===== src/rtl/count_capture_fifo_pkg.sv =====
// Shared constants and helpers for the count capture FIFO slice.
// The all-ones macro is visible to every file compiled after this one.
`ifndef CCF_ALL_ONES
`define CCF_ALL_ONES(bus) (&(bus))
`endif

package count_capture_fifo_pkg;

    // A head is handed over when valid and ready are both high at the same edge.
    localparam logic HS_VALID = 1'b1;
    localparam logic HS_READY = 1'b1;

    localparam int                DROP_W   = 8;
    localparam logic [DROP_W-1:0] DROP_SAT = '1;

    typedef struct packed {
        logic push;
        logic pop;
        logic drop;
    } fifo_ctl_t;

endpackage


===== src/rtl/count_capture_fifo_sync_fifo.sv =====
// Small synchronous FIFO with an explicit level count. While empty, the
// slot that was popped last is presented, so rdata holds its final value.
module sync_fifo #(
    parameter int Width = 5,
    parameter int Depth = 4,
    parameter int AddrW = 2
) (
    input  logic             clock,
    input  logic             reset,
    input  logic             push,
    input  logic             pop,
    input  logic [Width-1:0] wdata,
    output logic [Width-1:0] rdata,
    output logic [AddrW:0]   level,
    output logic             full,
    output logic             empty
);

    logic [Width-1:0] mem [Depth];
    logic [AddrW-1:0] wptr, rptr, last_ptr;

    always_ff @(posedge clock) begin
        if (reset) begin
            for (int i = 0; i < Depth; i++) mem[i] <= '0;
            wptr  <= '0;
            rptr  <= '0;
            level <= '0;
        end else begin
            if (push) begin
                mem[wptr] <= wdata;
                wptr      <= wptr + 1'b1;
            end
            if (pop) rptr <= rptr + 1'b1;
            case ({push, pop})
                2'b10:   level <= level + 1'b1;
                2'b01:   level <= level - 1'b1;
                default: ;
            endcase
        end
    end

    assign last_ptr = rptr - 1'b1;
    assign full     = (level == (AddrW+1)'(Depth));
    assign empty    = (level == '0);
    assign rdata    = empty ? mem[last_ptr] : mem[rptr];

endmodule


===== src/rtl/count_capture_fifo.sv =====
// Captures the upstream count into a FIFO on a strobe, counts dropped
// captures and flags counter wrap-around (all-ones -> zero).
module count_capture_fifo
    import count_capture_fifo_pkg::*;
#(
    parameter int Size  = 5,
    parameter int Depth = 4,
    parameter int AddrW = 2
) (
    input  logic              clock,
    input  logic              reset,
    input  logic [Size-1:0]   count_in,
    input  logic              capture,
    output logic [Size-1:0]   out_data,
    output logic              out_valid,
    input  logic              out_ready,
    output logic [AddrW:0]    level,
    output logic              overflow,
    input  logic              clear_overflow,
    output logic [DROP_W-1:0] drop_count,
    output logic              wrap
);

    fifo_ctl_t       ctl;
    logic            full, empty;
    logic [Size-1:0] prev;

    // A pop frees a slot in the same edge, so a full FIFO still accepts a capture.
    always_comb begin
        ctl      = '0;
        ctl.pop  = (out_ready == HS_READY) && (out_valid == HS_VALID);
        ctl.push = capture && (!full || ctl.pop);
        ctl.drop = capture && full && !ctl.pop;
    end

    sync_fifo #(
        .Width(Size),
        .Depth(Depth),
        .AddrW(AddrW)
    ) u_fifo (
        .clock(clock),
        .reset(reset),
        .push (ctl.push),
        .pop  (ctl.pop),
        .wdata(count_in),
        .rdata(out_data),
        .level(level),
        .full (full),
        .empty(empty)
    );

    assign out_valid = !empty;

    always_ff @(posedge clock) begin
        if (reset) begin
            overflow   <= 1'b0;
            drop_count <= '0;
            prev       <= '0;
            wrap       <= 1'b0;
        end else begin
            prev <= count_in;
            wrap <= `CCF_ALL_ONES(prev) && (count_in == '0);
            // A drop in the same cycle as a clear keeps the flag set.
            if (ctl.drop) begin
                overflow <= 1'b1;
                if (drop_count != DROP_SAT) drop_count <= drop_count + 1'b1;
            end else if (clear_overflow) begin
                overflow <= 1'b0;
            end
        end
    end

endmodule


===== config.mk =====
export PLATFORM = sky130hd
export DESIGN_NAME = count_capture_fifo
export DESIGN_NICKNAME = d
export VERILOG_FILES = /design/src/rtl/count_capture_fifo_pkg.sv /design/src/rtl/count_capture_fifo_sync_fifo.sv /design/src/rtl/count_capture_fifo.sv
export SDC_FILE = /design/constraint.sdc
export NUM_CORES = 1
export LEC_CHECK = 0
export CAP_MARGIN = 5
export CORE_AREA = 2 2 68 70
export DETAILED_ROUTE_END_ITERATION = 8
export DIE_AREA = 0 0 70 72
export PLACE_DENSITY = 0.72
export SLEW_MARGIN = 0
export SYNTH_ARGS = -nofsm -noshare
export SYNTH_HDL_FRONTEND = slang
export SYNTH_HIERARCHICAL = 1
export SYNTH_SLANG_ARGS = --single-unit

===== constraint.sdc =====
create_clock -name clock -period 3.6 [get_ports clock]
set_clock_uncertainty 0.15 [all_clocks]
set_input_delay 0.54 -clock clock [delete_from_list [all_inputs] [get_ports clock]]
set_output_delay 0.54 -clock clock [all_outputs]
set_load 0.005 [all_outputs]

==> metrics.md <==
| Metric | Value |
|---|---|
| Status | complete, no violations |
| Via-per-instance ratio | ~5.5 |
| Total wire length | 4113 um |
| Clock power frac | 24.4% |
| Critical Path AT | around 2.2 ns |
| Worst Hold Class | reg2reg |
| Slew Viols, Final | 0 |
| Worst-Margin Slew | roughly 0.55 ns |
| Setup Buffers After CTS | 0 |
| Total gr overflow | 0 |
| Leak pwr | about 0.93 nW |
| Fillcell total | about 340 |
| Port Buffers | 28 |
| Height of the die | 72 um |
| Worst r2r src | u_fifo/level[0] |
| Initial drt markers | 28 |
| Library cells used by synthesis | 40 |
| Post-Syn Area | 0.002092 mm2 |
| Post-DRT Antenna Nets | 0 |
| Syn Inst Count | around 180 |
| Commonest non-fill, non-tap cells in the layout | clkdlybuf4s50_1 (28), nor2_1 (27), dfxtp_1 (24), edfxtp_1 (20), inv_1 (12) |
| Pre-antenna DRT Iters | 4 |
| Slew HR | 63.12% |
| Cell Pwr Density | roughly 630 mW/mm2 |
| CTS tree | done |
| Peak supply drop | between 0.0003 and 0.0004 V |
| Async S/R FF share, synth | 0% |
| Tcrit/Tclk final | 79.22% |
| Min Tclk post-route | between 2 and 3 ns |
| Number of H-tree levels | 2 |
| Sw Ratio | approximately 28% |
| GRT Total Usage | between 10% and 20% |
| Syn. warnings | 6 |
| Hold Crit Endpoint | overflow |
| Die area | 0.005040 mm2 |
| Clk_lat worst skew | ~0.30 ns |
| Initial antenna violation count | 0 |
| Row count | 24 |
| Net Count, Synth | ~190 |
| Fmax | roughly 350 MHz |
| Number of remaining DRC errors | 0 |
| Wire length per cell | 15.58 um |
| Beginning of the worst hold path | overflow |
| Area leader, netlist | edfxtp_1 |
| Clock Tree Root | clkbuf_8 |
| Critical setup path kind | reg2out |
| Syn Area/Cell | roughly 12 um2 |
| Synth Register Bits | 44 |
| Clock Sinks | 44 |
| Die width | ~70 um |
| RSZ-0062 raised after global routing | no |
| Post-synth EDFFs | 20 |
| Worst Setup End Kind | output pin |
| Worst hold slack | 0.3276 ns |
| Max FO, Critical Path | 7 |
| Routability congestion estimate | between 0.8 and 0.9 |
| Flop pwr share | a little over two fifths |
| Core ar. | approximately 0.0043 mm2 |
| WP data required | 2.91 ns |
| FF-to-FF setup slack | ~0.96 ns |
| Vias in the first global route | roughly 1,500 |
| Post-route setup TNS | 0 ns |
| Most common cell after layout, fill and taps aside | clkdlybuf4s50_1 |
| Hold Vio Cnt, Final | 0 |
| Endpoints failing setup | 0 |
| Sequential fraction of the synthesis area | between 50% and 60% |
| N_diodes | 0 |
| Clock tree buffer depth | 2 |
| Area growth syn-to-layout | 20.45% |
| Final #Nets | 224 |
| Synth top area cells | edfxtp_1 (29%), dfxtp_1 (23%), mux4_1 (7.5%) |
| Hold_buf cts | 0 |
| Hold path cells | 2 |
| Largest net degree at the start of global routing | 17 |
| Switching Power | between 400 and 500 uW |
| CTS Buf Count | 5 |
| Area of the multi-input gates | roughly 910 um2 |
| # IOs | 29 |
| Clock transition at path regs | about 0.08 ns |
| Share of post-route cells with drive strength above 1 | around 11% |
| Logic pwr share | 33.8% |
| Top-area cell type share of the netlist area | approximately 29% |
| Area occupied by registers | roughly 0.0011 mm2 |
| Initial core utilization | 49.06% |
| Worst reg2reg path depth | 10 |
| First-pass GRT wire length | 6796 um |
| Detailed Place HPWL | ~3100 um |
| Post-CTS sizing | 0 |
| RR Endpoint | u_fifo/level[2] |
| Max_cap viols | 0 |
| Total vias in the final route | around 1,500 |
| Internal power | roughly 1.1 mW |
| Synth Flop Type | dfxtp_1 |
| Nature of the critical path startpoint | register |
-- registers in the layout, summed over array words and instances (netlist names), named ones only --
| register | count |
|---|---|
| drop_count | 8 |
| overflow | 1 |
| prev | 5 |
| u_fifo/level | 3 |
| u_fifo/mem | 20 |
| u_fifo/rptr | 2 |
| u_fifo/wptr | 2 |
| wrap | 1 |
-- cell families after synthesis --
kind of cell	count (synthesis)	synth area share (%)
compound gates	21	6.400
xor+xnor	6	2.512
fa+ha+maj	3	2.153
buf+inv	20	4.664
flops	44	51.67
mux	16	15.01
simple gates	71	17.58
-- stage by stage --
| stage | instances | setup slack (ns) | instance area, um2 | power [mW] | utilization, % |
|---|---|---|---|---|---|
| 2_1_floorplan | 181 | 0.9955 | 2092 | 0.9975 | - |
| 3_3_place_gp | 256 | 0.6962 | 2404 | 1.188 | 56.37 |
| 3_5_place_dp | 256 | 0.5829 | 2404 | 1.214 | 56.37 |
| 4_1_cts | 264 | 0.7242 | 2520 | 1.600 | 59.10 |
| 5_1_grt | 264 | 0.6574 | 2520 | 1.677 | 59.10 |
| 6_report | 264 | 0.7481 | 2520 | 1.587 | 59.10 |
-- worst max-delay path by stage --
stage / to / start / slack, ns
2_1_floorplan: u_fifo/level[2] / u_fifo/level[0] / 1.0
3_3_place_gp: u_fifo/level[2] / out_ready / 0.70
3_5_place_dp: u_fifo/level[2] / out_ready / 0.58
4_1_cts: out_data[1] / u_fifo/rptr[0] / 0.72
5_1_grt: out_data[2] / u_fifo/rptr[0] / 0.66
6_report: out_data[2] / u_fifo/rptr[0] / 0.75
-- power by group through the flow --
stage | clock network [mW] | logic, mW | registers [mW]
after global routing | 0.418 | 0.586 | 0.673
after detailed placement | 0 | 0.537 | 0.676
after floorplan | 0 | 0.357 | 0.640
after CTS | 0.395 | 0.540 | 0.665
after global placement | 0 | 0.520 | 0.668
final | 0.387 | 0.536 | 0.663
-- Yosys cell counts (2+ instances only) --
cell type,instances
nor2_1,27
dfxtp_1,24
edfxtp_1,20
inv_1,12
nand2_1,11
a21oi_1,8
mux4_1,6
nor2b_1,6
mux2_2,5
clkbuf_1,4
mux4_2,4
nand3_1,4
or3_1,4
xor2_1,4
buf_6,3
nand2b_1,3
nor4_1,3
o21ai_0,3
o21bai_1,3
o31ai_1,3
ha_1,2
nand4_1,2
or4_1,2
xnor2_1,2
-- worst max-delay path: stages, from the launching register on --
cell	delay, ns
dfxtp_1	0.54
mux4_1	0.61
mux2_2	0.28
clkdlybuf4s50_1	0.44
-- metal layers --
metal	vias up	track usage, %	share of wire [%]
li1	712	-	-
met1	701	19.20	42
met2	31	31.75	52
met3	8	4.722	4.1
met4	0	7.692	1.9
met5	-	0	0
-- cell type report --
cell class	instances	share of cell area [%]
inverters	13	1.936
flip-flops and latches	44	42.90
multi-input cells	117	36.25
clock buffers	6	3.277
well taps	52	2.582
repair buffers	30	11.72
clock inverters	2	1.341
No activity file was read; power rests on OpenSTA's default activity.
